### config.mk
export PLATFORM = sky130hd
export DESIGN_NAME = falcon_modsub_stream
export DESIGN_NICKNAME = d
export VERILOG_FILES = /design/src/rtl/falcon_modsub_stream.sv
export SDC_FILE = /design/constraint.sdc
export NUM_CORES = 1
export LEC_CHECK = 0
export ABC_AREA = 1
export CAP_MARGIN = 20
export CORE_MARGIN = 10
export CORE_UTILIZATION = 24
export DETAILED_ROUTE_END_ITERATION = 6
export MAX_ROUTING_LAYER = met4
export PLACE_DENSITY = 0.47
export SYNTH_ARGS = -nofsm -noshare
export SYNTH_HDL_FRONTEND = slang
export SYNTH_SLANG_ARGS = --single-unit
### constraint.sdc
create_clock -name clk -period 3.02 [get_ports clk]
set_input_delay 0.302 -clock clk [delete_from_list [all_inputs] [get_ports clk]]
set_output_delay 0.302 -clock clk [all_outputs]
set_load 0.02 [all_outputs]
### src/rtl/falcon_modsub_stream.sv
// Streaming modular subtractor: out_c = (in_a - in_b) mod Q through a
// two-stage elastic pipeline, with vector-length counting, end-of-vector
// pulse and a sticky out-of-range operand flag.
//
// Handshake: a transfer happens on a rising edge where valid && ready are
// both high. A producer holding valid keeps its payload stable until the
// transfer; ready never depends on the valid of the same interface.
module falcon_modsub_stream #(
  parameter int Q = 12289,
  parameter int W = 14
) (
  input  logic         clk,
  input  logic         rst_n,
  input  logic         clr,
  input  logic         in_valid,
  output logic         in_ready,
  input  logic [W-1:0] in_a,
  input  logic [W-1:0] in_b,
  input  logic         in_last,
  output logic         out_valid,
  input  logic         out_ready,
  output logic [W-1:0] out_c,
  output logic         out_last,
  output logic         done,
  output logic [10:0]  vec_cnt,
  output logic         err
);

  localparam logic [W:0]   Q_EXT = (W+1)'(Q);
  localparam logic [W-1:0] Q_LOW = W'(Q);

  logic         s1_valid;
  logic [W:0]   s1_d;
  logic         s1_last;
  logic         s2_advance;
  logic         accept;
  logic         deliver;
  logic [W-1:0] s1_c;
  logic         op_bad;

  // Handshake decode and the S2 correction: a negative difference is lifted
  // by Q; only the low W bits are kept, so the arithmetic is modulo 2^W.
  always_comb begin
    s2_advance = !out_valid || out_ready;
    in_ready   = !clr && (!s1_valid || s2_advance);
    accept     = in_valid && in_ready;
    deliver    = out_valid && out_ready;
    s1_c       = s1_d[W] ? (s1_d[W-1:0] + Q_LOW) : s1_d[W-1:0];
    op_bad     = ({1'b0, in_a} >= Q_EXT) || ({1'b0, in_b} >= Q_EXT);
  end

  // Stage 1: capture the signed (W+1)-bit difference and the last marker.
  always_ff @(posedge clk or negedge rst_n) begin
    if (!rst_n) begin
      s1_valid <= 1'b0;
      s1_d     <= '0;
      s1_last  <= 1'b0;
    end else if (clr) begin
      s1_valid <= 1'b0;
    end else if (accept) begin
      s1_valid <= 1'b1;
      s1_d     <= {1'b0, in_a} - {1'b0, in_b};
      s1_last  <= in_last;
    end else if (s2_advance) begin
      s1_valid <= 1'b0;
    end
  end

  // Stage 2: output register; holds its contents while stalled downstream.
  always_ff @(posedge clk or negedge rst_n) begin
    if (!rst_n) begin
      out_valid <= 1'b0;
      out_c     <= '0;
      out_last  <= 1'b0;
    end else if (clr) begin
      out_valid <= 1'b0;
      out_c     <= '0;
      out_last  <= 1'b0;
    end else if (s2_advance) begin
      out_valid <= s1_valid;
      if (s1_valid) begin
        out_c    <= s1_c;
        out_last <= s1_last;
      end
    end
  end

  // Delivery bookkeeping: per-vector count, end-of-vector pulse, sticky err.
  always_ff @(posedge clk or negedge rst_n) begin
    if (!rst_n) begin
      vec_cnt <= '0;
      done    <= 1'b0;
      err     <= 1'b0;
    end else if (clr) begin
      vec_cnt <= '0;
      done    <= 1'b0;
      err     <= 1'b0;
    end else begin
      done <= deliver && out_last;
      if (deliver) begin
        vec_cnt <= out_last ? 11'd0 : vec_cnt + 11'd1;
      end
      if (accept && op_bad) begin
        err <= 1'b1;
      end
    end
  end

endmodule

==> results of run 1 <==
## stage by stage
step / area, um2 / setup slack [ns] / hold WS [ns] / total power, W / instances
6_report: 4150 / 1.02 / 0.465 / 0.00171 / 701
3_3_place_gp: 3980 / 0.765 / 0.464 / 0.00121 / 692
2_1_floorplan: 3170 / 1.41 / 0.00641 / 0.00103 / 462
5_1_grt: 4150 / 0.820 / 0.515 / 0.00184 / 701
3_5_place_dp: 3980 / 0.735 / 0.470 / 0.00122 / 692
4_1_cts: 4120 / 1.01 / 0.247 / 0.00174 / 699
## repair_timing
| action | in CTS | in global routing |
|---|---|---|
| hold buffers | 0 | 1 |
| endpoints found under the hold margin | 0 | 13 |
| endpoints found under the setup margin | 0 | 0 |
## registers in the layout, indices dropped and copies added, names as in the netlist
name / flops
s1_d: 15
s1_valid: 1
vec_cnt: 11
out_c: 14
s1_last: 1
done: 1
err: 1
out_last: 1
out_valid: 1
## routing by layer
| layer | track usage | routed length (um) | vias to the layer above |
|---|---|---|---|
| li1 | - | - | 1598 |
| met4 | 0.0236 | 99 | 0 |
| met3 | 0.0200 | 401 | 7 |
| met5 | - | 0 | - |
| met2 | 0.144 | 3460 | 67 |
| met1 | 0.135 | 4480 | 1319 |
## final timing paths
path	endpoint	slack, ns	cells after the start
min in group clk	out_c[7]$_DFFE_PN0P_	0.48	2
max in group asynchronous	out_c[13]$_DFFE_PN0P_	2.07	3
min reg2reg	out_c[7]$_DFFE_PN0P_	0.48	2
min	vec_cnt[3]$_DFFE_PN0P_	0.47	2
max reg2reg	s1_d[14]$_DFFE_PN0P_	1.41	7
max	in_ready	1.02	5
## logic make-up after synthesis
logic type / Yosys count
flops: 46
mux: 1
simple gates: 248
compound gates: 55
xor+xnor: 5
buf+inv: 90
fa+ha+maj: 17
## layout make-up
| class | instances | area share |
|---|---|---|
| Clock buffer | 7 | 0.0320 |
| Inverter | 85 | 0.0770 |
| Multi-Input combinational cell | 326 | 0.403 |
| Sequential cell | 46 | 0.278 |
| Tap cell | 172 | 0.0519 |
| Timing Repair Buffer | 65 | 0.158 |
## layout by cell type (no fill, tap or decap), drive strengths merged
cell type	count
a21oi	17
a22o	3
a31oi	2
buf	2
clkbuf	7
clkdlybuf4s50	62
dfrtp	46
dlygate4sd3	1
fa	1
ha	16
inv	85
mux2i	1
nand2	147
nand2b	1
nand3	38
nand3b	3
nand4	7
nor2	39
nor3	12
o21ai	27
o221ai	1
o22ai	1
o2bb2ai	1
o31ai	3
or2	1
xnor2	3
xor2	2
## report_power, final
group,switching [W],internal [W]
logic,0.000266,0.000192
registers,0.0000668,0.000677
clock network,0.000207,0.000303
==> results.md, run 1 <==
- Crit path required time: 2.72 ns
- Clk sinks: 46
- Via density: 4.27
- Sequential share of the synthesized area: 0.363
- Area of the multi-input gates: 1670 um2
- Tightest Pin Transition: 0.483 ns
- Post-synthesis xor/xnor area fraction: 0.0138
- Pwr Density: 413 nW/um2
- Relative slew slack: 0.678
- Slowest cell on crit path: clkdlybuf4s50_1
- GPL Wtd Cong: 0.833
- Critical path's largest stage delay: 0.59 ns
- Root Buffer: clkbuf_16
- Number of distinct library cells after synthesis: 32
- Post-Syn Instances: 462
- TNS Setup: 0 ns
- Pin count of the biggest net entering global routing: 47
- R2R Path Start: out_valid$_DFFE_PN0P_
- CP max FO: 5
- Core area: 12800 um2
- Cell family with most CP delay: buffers and inverters
- Period utilisation layout: 0.662
- Crit Path Class: in -> out
- Main combinational cell family by area after synthesis: simple AND/OR/NAND/NOR gates
- Boundary Pins: 64
- Final ANT Viol Nets: 0
- Mux contribution to synthesized area: 0.00316
- FP Rows: 41
- Most numerous cell in the Yosys netlist: nand2_1
- Pins over their slew limit: 0
- Yosys reg bits: 46
- Asr flop ratio synth: 1.00
- Fmax: 500 MHz
- DRC: 0
- Final Critical Period: 2.00 ns
- Syn nets: 513
- N_diodes: 0
- Via Count: 2991
- Fin nets: 580
- Layout area overhead: 30.9%
- Die Y: 135 um
- Grt total ovfl: 0
- WL final: 8440 um
- Top post-synthesis cells by count: nand2_1, inv_1, dfrtp_1
- Top cells by area, synth: dfrtp_1, nand2_1, inv_1, ha_1, nand3_1
- RSZ-0062 raised after global routing: no
- Min-Delay Path Class: in -> async
- H-tree levels: 2
- Sequential Area: 1150 um2
- Layout filler cell count: 1357
- Post_cts resized: 0
- Most used cell, CP: clkdlybuf4s50_1
- WL per Instance: 12.0 um
- Syn avg cell area: 6.85 um2
- Clock skew: 0.00335 ns
- Post-CTS setup buffers: 0
- Crit. End Element: output pin
- DR pass1 iterations: 4
- Share of layout cells above drive strength 1: 0.0491
- Cell Chain, Critical Path: clkdlybuf4s50_1 > inv_2 > nand2_2 > inv_1 > clkdlybuf4s50_1
- Mapped cell area: 3170 um2
- Compound-gate portion of the synthesized area: 0.0964
- Simple-Gate Fraction of Synth Area: 0.345
- Fin util: 0.325
- Share of the synthesized area in the top cell type: 0.363
- Status: completed
- Total GRT Usage: 0.0980
- Finish-stage setup viols: 0
- Initial antenna violation count: 0
- Worst vdd ir: 185 uV
- Max Cap Viol: 0
- Critical Path Start: clr
- Crit path DAT: 1.70 ns
- Post-synth EDFFs: 0
- Post-Synth Adder-Cell Area: 0.0695
- Leading area contributor after synthesis: dfrtp_1
- Full die area: 18200 um2
- CP bufs+invs: 4
- First-pass GRT wire length: 14600 um
- CTS buffer count: 5
- Critical Path Start Type: input pin
- Initial Util: 0.248
- Bufs on Longest Clock Path: 2
- Final hold vios: 0
- Post-detail-place hpwl: 6990 um
- Prevailing post-synth register cell: dfrtp_1
- Die width: 135 um
- Leak: 2.06 nW
- CTS tree: built
- DR iter-0 viols: 220
- Clk pin slew, worst setup/hold paths: 0.06 ns
- Vias in the first global route: 2967
- Port Buffers: 63
- Later-pin clock latency in the skew report: 0.28 ns
- Synth warnings: 0
Note: power is estimated with default switching activity, not from simulation.
==> inputs of run 2 (changes only) <==
Clock period 3.02 ns to 1.9 ns, I/O delays scaled along.
==> run 2 against run 1 <==
Power grew 65%. Setup slack got worse by 0.90 ns. Global-route usage decreased by 0.16 points. Flip-flop and latch count stayed put. Non-clock buffer count grew 20. Sequential power is 59% higher. First-iteration DRC count is 38% lower. Cell count is 3.0% higher. Die area unchanged. Register-to-register slack got worse by 0.95 ns. Clock power up 69%. Critical path depth grew 7. Critical path type is now in -> reg. Critical endpoint is now s1_d[12]$_DFFE_PN0P_. Highest routed layer unchanged.
==> results.md, run 2 (same netlist as run 1, synthesis figures left out) <==
- FP Rows: 41 (unchanged)
- Post-Place Worst Slack: -0.261 ns (was 0.735 ns)
- Relative slew slack: 0.689 (was 0.678)
- CP max FO: 4 (was 5)
- WL per Instance: 11.9 um (was 12.0 um)
- Crit. End Element: flip-flop (was output pin)
- Die Y: 135 um (unchanged)
- Number of flip-flops in the largest register: 15 (unchanged)
- Clock skew: 0.00426 ns (was 0.00335 ns)
- Fmax: 563 MHz
- Final ANT Viol Nets: 0 (unchanged)
- Area of the multi-input gates: 1680 um2 (was 1670 um2)
- Layout area overhead: 36.4% (was 30.9%)
- Comb pwr share: 0.279 (was 0.268)
- First-pass GRT wire length: 14300 um (was 14600 um)
- Core area: 12800 um2 (unchanged)
- Most frequent cells in the layout: nand2_1, inv_1, clkdlybuf4s50_1 (unchanged)
- Sw Ratio: 0.312 (was 0.315)
- Sequential Area: 1150 um2 (unchanged)
- Clk pin slew, worst setup/hold paths: 0.06 ns (about the same)
- Final hold vios: 0 (unchanged)
- Final Critical Period: 1.78 ns
- Die width: 135 um (unchanged)
- Sw Pwr: 0.000882 W (was 0.000540 W)
- Later-pin clock latency in the skew report: 0.28 ns (about the same)
- Layout filler cell count: 1344 (was 1357)
- Critical Path Start Type: input pin (unchanged)
- Crit Path Class: in -> reg (was in -> out)
- Pins over their slew limit: 0 (unchanged)
- Final Power: 0.00283 W (was 0.00171 W)
- Tightest Pin Transition: 0.466 ns (was 0.483 ns)
- Cells after DPL: 712 (was 692)
- Full die area: 18200 um2 (unchanged)
- Bufs on Longest Clock Path: 2 (unchanged)
- Clk pwr share: 0.303 (was 0.298)
- Root Buffer: clkbuf_16 (unchanged)
- Status: completed (unchanged)
- Leak: 2.17 nW (was 2.06 nW)
- Initial antenna violation count: 0 (unchanged)
- DR iter-0 viols: 136 (was 220)
- Top reg by flops: s1_d (unchanged)
- WL final: 8580 um (was 8440 um)
- Via Count: 3058 (was 2991)
- Port Buffers: 63 (unchanged)
- Fin nets: 600 (was 580)
- Pin count of the biggest net entering global routing: 29 (was 47)
- Crit path DAT: 1.95 ns (was 1.70 ns)
- Via density: 4.24 (was 4.27)
- N_diodes: 0 (unchanged)
- Finish-stage setup viols: 0 (unchanged)
- Max Cap Viol: 0 (unchanged)
- Initial Util: 0.248 (unchanged)
- CTS buffer count: 5 (unchanged)
- Fin util: 0.338 (was 0.325)
- Post-detail-place hpwl: 7180 um (was 6990 um)
- Boundary Pins: 64 (unchanged)
- Internal: 0.00195 W (was 0.00117 W)
- GPL Wtd Cong: 0.845 (was 0.833)
- Share of layout cells above drive strength 1: 0.0927 (was 0.0491)
- Min-Delay Path Class: in -> async (unchanged)
- Period utilisation layout: 0.934
- Clk sinks: 46 (unchanged)
- Largest regs: s1_d: 15 flops, out_c: 14 flops, vec_cnt: 11 flops (unchanged)
- Vias in the first global route: 3008 (was 2967)
- DRC: 0 (unchanged)
- TNS Setup: 0 ns (unchanged)
- Grt total ovfl: 0 (unchanged)
- H-tree levels: 2 (unchanged)
- Worst vdd ir: 354 uV (was 185 uV)
- Crit path required time: 2.07 ns (was 2.72 ns)
- Commonest non-fill, non-tap cell in the layout: nand2_1 (unchanged)
- DR pass1 iterations: 4 (unchanged)
- Setup WS post-layout: 0.125 ns (was 1.02 ns)
- Pwr Density: 655 nW/um2 (was 413 nW/um2)
- Post-route insts no fill: 722 (was 701)
- Total GRT Usage: 0.0964 (was 0.0980)
- Sequential Power Share: 0.418 (was 0.435)
- CTS tree: built (unchanged)
-- run 2: repair_timing --
action / in CTS / in global routing
endpoints found under the setup margin: 0 / 4
gates resized for setup: 0 / 4
hold buffers: 1 / 0
buffers inserted: 0 / 1
endpoints found under the hold margin: 18 / 0
-- run 2: worst max-delay path: stages --
cell and delay (ns):
clkdlybuf4s50_1 0.47, inv_1 0.05, ha_2 0.20, fa_2 0.41, inv_1 0.09, nand3_1 0.09
nand3_2 0.11, nand3_1 0.10, nand3_1 0.08, nand2_1 0.05, nand3_1 0.06, nand2_1 0.04
-- run 2: final timing paths --
path | start | endpoint | slack [ns] | cells after the start
setup reg to reg | s1_d[1]$_DFFE_PN0P_ | out_c[10]$_DFFE_PN0P_ | 0.46 | 7
max in group asynchronous | rst_n | s1_d[13]$_DFFE_PN0P_ | 1.01 | 3
hold reg to reg | out_c[13]$_DFFE_PN0P_ | out_c[13]$_DFFE_PN0P_ | 0.48 | 2
setup / recovery | in_a[0] | s1_d[12]$_DFFE_PN0P_ | 0.12 | 12
min in group clk | out_c[13]$_DFFE_PN0P_ | out_c[13]$_DFFE_PN0P_ | 0.48 | 2
hold / removal | rst_n | vec_cnt[4]$_DFFE_PN0P_ | 0.39 | 2
-- run 2: power by group through the flow --
stage,clock network [W],logic [W],registers (W)
2_1_floorplan,0,0.000431,0.00120
3_3_place_gp,0,0.000788,0.00119
3_5_place_dp,0,0.000790,0.00120
4_1_cts,0.000893,0.000795,0.00118
5_1_grt,0.000925,0.000897,0.00119
6_report,0.000858,0.000788,0.00118
-- run 2: final cells by class --
type                    count  share of cell area
well taps                 172              0.0498
clock buffers               7              0.0330
multi-input cells         326               0.389
repair buffers             85               0.187
flip-flops and latches     46               0.266
inverters                  85              0.0738
clock inverters             1             0.00116
-- run 2: metrics by stage --
stage | hold WS [ns] | area, um2
2_1_floorplan | -0.106 | 3170
3_3_place_gp | 0.162 | 4150
3_5_place_dp | 0.164 | 4150
4_1_cts | 0.411 | 4300
5_1_grt | 0.452 | 4320
6_report | 0.388 | 4320
-- run 2: routing by layer --
metal	GRT usage	up-vias	wire, um
met5	-	-	0
met3	0.0145	4	417
met4	0.0230	0	65
li1	-	1642	-
met1	0.132	1333	4480
met2	0.145	79	3620
